File: src/rtl/hw_info_scanner.sv
// hw_info_scanner: reads the ten hardware-info words over the VME-style
// register port, runs an echo write/read-back test, publishes the result.
// Ports: Clk/rst_n, Start pulse; VMEAddr/VMEWrData/VMERdMem/VMEWrMem out,
// VMERdData/VMERdDone/VMEWrDone in; Busy/Valid/Error/ErrCode/ErrAddr
// status; stdVersion_o/serialNumber_o/firmwareVersion_o/memMapVersion_o.
module hw_info_scanner #(
  parameter int unsigned TIMEOUT      = 16,
  parameter logic [7:0]  ECHO_PATTERN = 8'hA5
) (
  input  logic        Clk,
  input  logic        rst_n,
  input  logic        Start,
  output logic [4:1]  VMEAddr,
  output logic [15:0] VMEWrData,
  output logic        VMERdMem,
  output logic        VMEWrMem,
  input  logic [15:0] VMERdData,
  input  logic        VMERdDone,
  input  logic        VMEWrDone,
  output logic        Busy,
  output logic        Valid,
  output logic        Error,
  output logic [1:0]  ErrCode,
  output logic [4:1]  ErrAddr,
  output logic [31:0] stdVersion_o,
  output logic [63:0] serialNumber_o,
  output logic [31:0] firmwareVersion_o,
  output logic [31:0] memMapVersion_o
);

  typedef enum logic [2:0] {
    IDLE, RD_REQ, RD_WAIT, WR_REQ,
    WR_WAIT, CHECK, FINISH, ABORT
  } state_t;

  localparam logic [3:0] ECHO_ADDR = 4'hB;
  localparam logic [3:0] LAST_IDX  = 4'd9;
  localparam logic [7:0] TO_LAST   = 8'(TIMEOUT - 1);
  localparam logic [7:0] PAT1      = ECHO_PATTERN;
  localparam logic [7:0] PAT2      = ~ECHO_PATTERN;

  state_t      state_q, state_d;
  logic [3:0]  idx_q, idx_d;
  logic        echo_q, echo_d;
  logic        pat_q, pat_d;
  logic [7:0]  cnt_q, cnt_d;
  logic [7:0]  rbyte_q, rbyte_d;
  logic [15:0] word_q [10];
  logic [15:0] word_d [10];
  logic [3:0]  addr_q, addr_d;
  logic [15:0] wdata_q, wdata_d;
  logic        rd_q, rd_d;
  logic        wr_q, wr_d;
  logic        busy_q, busy_d;
  logic        valid_q, valid_d;
  logic        err_q, err_d;
  logic [1:0]  code_q, code_d;
  logic [3:0]  eaddr_q, eaddr_d;
  logic [31:0] std_q, std_d;
  logic [63:0] ser_q, ser_d;
  logic [31:0] fw_q, fw_d;
  logic [31:0] mm_q, mm_d;

  logic [7:0] exp_byte;
  assign exp_byte = pat_q ? PAT2 : PAT1;

  always_comb begin
    state_d = state_q;
    idx_d   = idx_q;
    echo_d  = echo_q;
    pat_d   = pat_q;
    cnt_d   = cnt_q;
    rbyte_d = rbyte_q;
    word_d  = word_q;
    addr_d  = addr_q;
    wdata_d = wdata_q;
    rd_d    = 1'b0;
    wr_d    = 1'b0;
    busy_d  = busy_q;
    valid_d = valid_q;
    err_d   = err_q;
    code_d  = code_q;
    eaddr_d = eaddr_q;
    std_d   = std_q;
    ser_d   = ser_q;
    fw_d    = fw_q;
    mm_d    = mm_q;
    unique case (state_q)
      IDLE: begin
        if (Start) begin
          busy_d  = 1'b1;
          err_d   = 1'b0;
          code_d  = 2'b00;
          eaddr_d = 4'h0;
          idx_d   = 4'd0;
          echo_d  = 1'b0;
          pat_d   = 1'b0;
          addr_d  = 4'd0;
          rd_d    = 1'b1;
          state_d = RD_REQ;
        end
      end
      RD_REQ: begin
        cnt_d   = 8'd0;
        state_d = RD_WAIT;
      end
      RD_WAIT: begin
        if (VMERdDone) begin
          if (echo_q) begin
            rbyte_d = VMERdData[7:0];
            state_d = CHECK;
          end else begin
            for (int i = 0; i < 10; i++)
              if (idx_q == 4'(i))
                word_d[i] = VMERdData;
            if (idx_q == LAST_IDX) begin
              echo_d  = 1'b1;
              addr_d  = ECHO_ADDR;
              wdata_d = {8'h00, PAT1};
              wr_d    = 1'b1;
              state_d = WR_REQ;
            end else begin
              idx_d   = idx_q + 4'd1;
              addr_d  = idx_q + 4'd1;
              rd_d    = 1'b1;
              state_d = RD_REQ;
            end
          end
        end else if (cnt_q == TO_LAST) begin
          code_d  = 2'b01;
          eaddr_d = addr_q;
          state_d = ABORT;
        end else begin
          cnt_d = cnt_q + 8'd1;
        end
      end
      WR_REQ: begin
        cnt_d   = 8'd0;
        state_d = WR_WAIT;
      end
      WR_WAIT: begin
        // Echo write acknowledged: read the same register back.
        if (VMEWrDone) begin
          rd_d    = 1'b1;
          state_d = RD_REQ;
        end else if (cnt_q == TO_LAST) begin
          code_d  = 2'b01;
          eaddr_d = addr_q;
          state_d = ABORT;
        end else begin
          cnt_d = cnt_q + 8'd1;
        end
      end
      CHECK: begin
        if (rbyte_q != exp_byte) begin
          code_d  = 2'b10;
          eaddr_d = ECHO_ADDR;
          state_d = ABORT;
        end else if (!pat_q) begin
          pat_d   = 1'b1;
          wdata_d = {8'h00, PAT2};
          wr_d    = 1'b1;
          state_d = WR_REQ;
        end else begin
          state_d = FINISH;
        end
      end
      FINISH: begin
        std_d   = {word_q[0], word_q[1]};
        ser_d   = {word_q[2], word_q[3],
                   word_q[4], word_q[5]};
        fw_d    = {word_q[6], word_q[7]};
        mm_d    = {word_q[8], word_q[9]};
        valid_d = 1'b1;
        busy_d  = 1'b0;
        state_d = IDLE;
      end
      ABORT: begin
        err_d   = 1'b1;
        busy_d  = 1'b0;
        state_d = IDLE;
      end
      default: state_d = IDLE;
    endcase
  end

  always_ff @(posedge Clk or negedge rst_n) begin
    if (!rst_n) begin
      state_q <= IDLE;
      idx_q   <= '0;
      echo_q  <= 1'b0;
      pat_q   <= 1'b0;
      cnt_q   <= '0;
      rbyte_q <= '0;
      for (int i = 0; i < 10; i++)
        word_q[i] <= '0;
      addr_q  <= '0;
      wdata_q <= '0;
      rd_q    <= 1'b0;
      wr_q    <= 1'b0;
      busy_q  <= 1'b0;
      valid_q <= 1'b0;
      err_q   <= 1'b0;
      code_q  <= '0;
      eaddr_q <= '0;
      std_q   <= '0;
      ser_q   <= '0;
      fw_q    <= '0;
      mm_q    <= '0;
    end else begin
      state_q <= state_d;
      idx_q   <= idx_d;
      echo_q  <= echo_d;
      pat_q   <= pat_d;
      cnt_q   <= cnt_d;
      rbyte_q <= rbyte_d;
      word_q  <= word_d;
      addr_q  <= addr_d;
      wdata_q <= wdata_d;
      rd_q    <= rd_d;
      wr_q    <= wr_d;
      busy_q  <= busy_d;
      valid_q <= valid_d;
      err_q   <= err_d;
      code_q  <= code_d;
      eaddr_q <= eaddr_d;
      std_q   <= std_d;
      ser_q   <= ser_d;
      fw_q    <= fw_d;
      mm_q    <= mm_d;
    end
  end

  assign VMEAddr           = addr_q;
  assign VMEWrData         = wdata_q;
  assign VMERdMem          = rd_q;
  assign VMEWrMem          = wr_q;
  assign Busy              = busy_q;
  assign Valid             = valid_q;
  assign Error             = err_q;
  assign ErrCode           = code_q;
  assign ErrAddr           = eaddr_q;
  assign stdVersion_o      = std_q;
  assign serialNumber_o    = ser_q;
  assign firmwareVersion_o = fw_q;
  assign memMapVersion_o   = mm_q;

endmodule

File: config.mk
export PLATFORM = sky130hd
export DESIGN_NAME = hw_info_scanner
export DESIGN_NICKNAME = d
export VERILOG_FILES = /design/src/rtl/hw_info_scanner.sv
export SDC_FILE = /design/constraint.sdc
export NUM_CORES = 1
export LEC_CHECK = 0
export BUFFER_PORTS_ARGS = -buffer_cell sky130_fd_sc_hd__buf_4
export CAP_MARGIN = 20
export CELL_PAD_IN_SITES_DETAIL_PLACEMENT = 1
export CELL_PAD_IN_SITES_GLOBAL_PLACEMENT = 2
export CORE_MARGIN = 2
export CORE_UTILIZATION = 43
export DETAILED_ROUTE_END_ITERATION = 12
export HOLD_SLACK_MARGIN = 0.06
export PLACE_DENSITY = 0.86
export SLEW_MARGIN = 20
export SYNTH_ARGS = -nofsm -noshare
export SYNTH_HDL_FRONTEND = slang
export SYNTH_SLANG_ARGS = --single-unit
File: constraint.sdc
create_clock -name Clk -period 3.4 [get_ports Clk]
set_input_delay 0.68 -clock Clk [delete_from_list [all_inputs] [get_ports Clk]]
set_output_delay 0.68 -clock Clk [all_outputs]
set_load 0.01 [all_outputs]
Yosys cells after proc, flatten, opt, wreduce, memory -nomap -nowiden
Cells that the tools add are included.

cells by class
  bitwise logic cells = 1
  equal/unequal tests = 28
  reductions and logical operators = 31
  add/subtract/negate cells = 2
  multiplexer cells = 61

operators with widths
  kind                 count
  $mux 16              5
  $mux 4               11
  $reduce_and 4->1     11
  $mux 8               4
  $pmux 16 s2          1
  $pmux 8 s3           1
  $mux 3               7
  $pmux 3 s7           1
  $ne 2x2->1 const B   10
  $eq 4x3->1 const B   4
  $pmux 4 s2           2
  $pmux 4 s4           1
  $mux 1               15
  $eq 3x3->1 const B   4
  $mux 2               6
  $reduce_and 3->1     4
  $pmux 1 s2           5
  $reduce_and 5->1     2
  $reduce_bool 2->1    5
  $add 8x1->8 const B  1
  $eq 4x2->1 const B   2
  $eq 4x4->1 const B   2
  $eq 8x4->1 const B   1
  $ne 8x8->1           1
  other kinds (14)     17

storage, ports and cells
  output and inout port bits = 191
  logic and storage cells = 152
  input port bits = 21
  bits in registers = 376

Logic depth before layout (Yosys ltp)
  depth in word-level cells = 5
  mapped depth = 7
  depth with buffers taken out = 7

Worst setup path after synthesis
OpenSTA, ideal clock, no wires.

  kind = input to register
  start point = input VMERdDone
  end point = register cnt_q[4]
  data required time = 3,334 ps
  setup time = 66 ps
  arrival time = 2,325 ps
  setup slack = 1,009 ps
  cell stages on the path = 7
  buffers on the path = 2
  cells stage by stage = clkbuf_1 > or3b_2 > and2_1 > or3_1 > buf_2 > or4_1 > nand2_1

on the way
  word-level cells in the longest chain between the ends = 2

ends and longest elaborated chain
  element                            RTL line  RTL
  start, declared                    18        input logic VMERdDone,
  $ne 2x2->1 (no source line)        n/a
  $reduce_and 3->1 (no source line)  n/a
  end signal, assigned               215       cnt_q <= cnt_d;
  end, declared                      46        logic [7:0] cnt_q, cnt_d;

Every way passes these cells.
A chain may end at the register's enable or synchronous reset.

Final worst setup path
  start point = register state_q[1]
  end point = register word_q[43] (netlist name)

on the way
  word-level cells in the longest chain between the ends = 2

ends and longest elaborated chain
  element                            RTL line  RTL
  start, declared                    42        state_t state_q, state_d;
  start signal, assigned             211       state_q <= state_d;
  $eq 3x2->1                         88        unique case (state_q)
  $reduce_and 4->1 (no source line)  n/a
  end signal, assigned               217       word_q <= word_d;
  end, declared                      48        logic [15:0] word_q [10];

Every way passes these cells.

==> run_results.csv <==
group,metric,value,unit
worst_setup_path,cp_max_fo,19,
placed_design,dp_hpwl,22.1,mm
cells_and_area,nFillCells,3153,
routing,ant_nets,0,
floorplanning,start_util,0.435,
floorplanning,placementRows,66,
floorplanning,die_w,185,um
timing,setup_viol,0,
clock_tree,post_cts_resize_count,0,
clock_tree,max-clock-path-buffers,3,
clock_tree,clk_latency,0.52,ns
power_and_ir_drop,swShare,0.269,
power_and_ir_drop,leakage,9.07,nW
synthesis,syn_area,14100,um^2
synthesis,synth-main-ff-cell,"dfrtp_1",
timing,max_slew_margin,0.463,
routing,routed-via-count,8078,
clock_tree,clock-sinks,362,
global_routing,grt_pass1_wl,52.3,mm
worst_setup_path,crit_arrival,3.06,ns
synthesis,synth_cell_types,50,
clock_tree,cts_root_buf,"clkbuf_16",
clock_tree,post_cts_buffers,0,
cells_and_area,finalNonFillerCells,1579,
placed_design,port_buffers,203,
routing,drc,0,
synthesis,async_flop_share,1.00,
global_routing,grt_pass1_vias,8840,
clock_tree,htree_levels,2,
global_routing,antenna_found_initial,0,
power_and_ir_drop,internal_power,7.88,mW
floorplanning,die_area,34200,um^2
clock_tree,clkTransAtPathRegs,0.06,ns
synthesis,ys_seq_elements,362,
placed_design,place_area,16100,um^2
synthesis,synth_cells,911,
cells_and_area,antennaDiodeCount,0,
timing,rsz0062_at_grt,"no",
cells_and_area,area_delta_synth_final,22.5,%
timing,fmax,0.375,GHz
power_and_ir_drop,power_switching,2.90,mW
timing,min_period,2.66,ns
routing,wire_per_inst,21.5,um
worst_hold_path,timing.hold.worst.class,"in -> async",
cells_and_area,final_nets,1135,
synthesis,ys_seq_area_frac,0.643,
power_and_ir_drop,combPwrFrac,0.160,
routing,viasPerCell,5.12,
power_and_ir_drop,vdd_ir_drop_max,0.427,mV
power_and_ir_drop,clkPwrFrac,0.368,
routing,drt_iter0_drc,313,
worst_setup_path,cp-start-kind,"flip-flop",
timing,slew_violations,0,
power_and_ir_drop,power_density,625,nW/um^2
power_and_ir_drop,seqPwrFrac,0.473,
timing,finalHoldViolCount,0,
worst_setup_path,worstPathRequired,3.80,ns
worst_setup_path,path_class,"reg -> reg",
worst_setup_path,r2r-start,"state_q[1]",
routing,first_pass_iters,4,
timing,period_share,0.784,
global_routing,grt_start_max_net_pins,79,
clock_tree,cts_made_buffers,39,
floorplanning,coreArea,32400,um^2
synthesis,synth_edf_count,0,
global_routing,track_usage,0.201,
floorplanning,die_h,185,um
placed_design,place.gp.congestion,0.783,
power_and_ir_drop,finalPower,10.8,mW
cells_and_area,drive_above_1_share,0.546,
synthesis,syn_area_per_cell,15.5,um^2
routing,drt-total-wl,33.9,mm
worst_setup_path,setup.worst_path.start,"state_q[1]",
clock_tree,cts_tree,"built",
outcome,status,"completed",
timing,tns,0,ns
floorplanning,io_pins,212,
synthesis,yosysWarnings,0,
placed_design,dp.cells,1510,
global_routing,gr-total-overflow,0,
job,cap_violations,0,
worst_setup_path,cp-end-kind,"flip-flop",
clock_tree,cts_hold_buf,0,
cells_and_area,stdcell_area,17300,um^2
timing,skew,0.0121,ns
timing,tightest_slew,0.805,ns
layout by cell type (no fill, tap or decap), types with 3 or more instances in the layout:
cell / count
clkbuf_16: 39
a21oi_1: 13
clkbuf_8: 7
nand2_2: 8
nor2_1: 16
conb_1: 8
o211ai_1: 3
ha_1: 5
nand2_1: 10
inv_1: 10
nand3_1: 8
and2_1: 3
o21ai_0: 10
a21o_1: 4
xnor2_1: 3
nand2b_1: 10
inv_6: 3
o31ai_1: 3
buf_4: 209
and3_1: 3
buf_12: 7
a2bb2oi_1: 3
o22a_1: 3
dfrtp_1: 362
clkinv_2: 8
mux2_2: 330
clkbuf_1: 10
stage by stage:
stage	util	hold slack, ns	setup slack, ns
global route	0.533	0.120	0.598
detailed placement	0.496	0.468	0.733
finish	0.533	0.0935	0.736
global placement	0.496	0.452	0.807
floorplan	-	0.384	1.01
CTS	0.533	0.103	0.723
logic make-up after synthesis:
family | after synthesis | share of synthesized area
other | 1 | 0.000266
flip-flops | 362 | 0.643
AO/OA/AOI/OAI | 48 | 0.0225
AND/OR/NAND/NOR | 83 | 0.0362
multiplexers | 330 | 0.264
buffers and inverters | 77 | 0.0265
XOR/XNOR | 5 | 0.00311
adder cells (fa/ha/maj) | 5 | 0.00444
worst paths after layout:
check / endpoint / slack (ns) / cells past startpoint
setup / recovery: word_q[43] / 0.74 / 4
hold / removal: stdVersion_o[4] / 0.09 / 1
setup reg to reg: word_q[43] / 0.74 / 4
hold reg to reg: Valid / 0.48 / 1
max in group asynchronous: word_q[22] / 2.36 / 3
min in group Clk: VMERdMem / 0.45 / 3
per-layer routing:
| metal | GRT usage | routed length (um) |
|---|---|---|
| met1 | 0.258 | 14300 |
| met2 | 0.349 | 17400 |
| met3 | 0.0415 | 1620 |
| met4 | 0.0530 | 647 |
| met5 | 0 | 0 |
registers in the layout, indices dropped and copies added, names as in the netlist:
| register | flops |
|---|---|
| Busy | 1 |
| ErrAddr | 4 |
| ErrCode | 2 |
| Error | 1 |
| VMEAddr | 4 |
| VMERdMem | 1 |
| VMEWrData | 2 |
| VMEWrMem | 1 |
| Valid | 1 |
| cnt_q | 8 |
| echo_q | 1 |
| firmwareVersion_o | 32 |
| idx_q | 4 |
| memMapVersion_o | 32 |
| pat_q | 1 |
| rbyte_q | 8 |
| serialNumber_o | 64 |
| state_q | 3 |
| stdVersion_o | 32 |
| word_q | 160 |
power groups by stage:
stage / sequential (mW) / combinational, mW / clock (mW)
global placement: 5.14 / 1.68 / 0
global route: 5.15 / 1.88 / 4.24
detailed placement: 5.17 / 1.74 / 0
finish: 5.10 / 1.72 / 3.96
floorplan: 5.11 / 0.971 / 0
CTS: 5.10 / 1.75 / 4.07
synth_stat cells (all sizes together) (2+ instances only):
cell | number | area [um^2]
mux2 | 330 | 3720
xnor2 | 3 | 26.3
and3 | 3 | 18.8
ha | 5 | 62.6
dfrtp | 362 | 9060
or4 | 2 | 15.0
a21oi | 13 | 65.1
a211oi | 2 | 15.0
o31ai | 3 | 22.5
clkbuf | 31 | 116
nor4 | 2 | 27.5
or3b | 3 | 26.3
o211ai | 3 | 22.5
nor3b | 2 | 15.0
inv | 10 | 37.5
buf | 36 | 219
a2bb2oi | 3 | 26.3
o21ai | 10 | 50.1
and2 | 3 | 18.8
a21o | 4 | 30.0
o32a | 2 | 20.0
nor4bb | 2 | 20.0
nor2 | 16 | 60.1
o311ai | 2 | 17.5
nand4 | 2 | 12.5
nand2 | 18 | 87.6
or2 | 2 | 12.5
o22a | 3 | 26.3
nor4b | 2 | 32.5
nand2b | 10 | 62.6
xor2 | 2 | 17.5
nand3 | 9 | 45.0
critical path, cell delays in order, from the launching register on:
cell and delay [ns]:
dfrtp_1 0.70, or3b_1 0.56, nor4b_4 0.48, nand2_2 0.39
mux2_2 0.39
final cells by class:
class | instances | area, um^2 | share of cell area
flip-flops and latches | 362 | 9060 | 0.525
multi-input cells | 479 | 4690 | 0.272
repair buffers | 217 | 1720 | 0.0999
clock buffers | 56 | 1110 | 0.0643
well taps | 442 | 553 | 0.0320
clock inverters | 13 | 85.1 | 0.00493
inverters | 10 | 37.5 | 0.00217
Note: power is estimated with default switching activity, not from simulation.
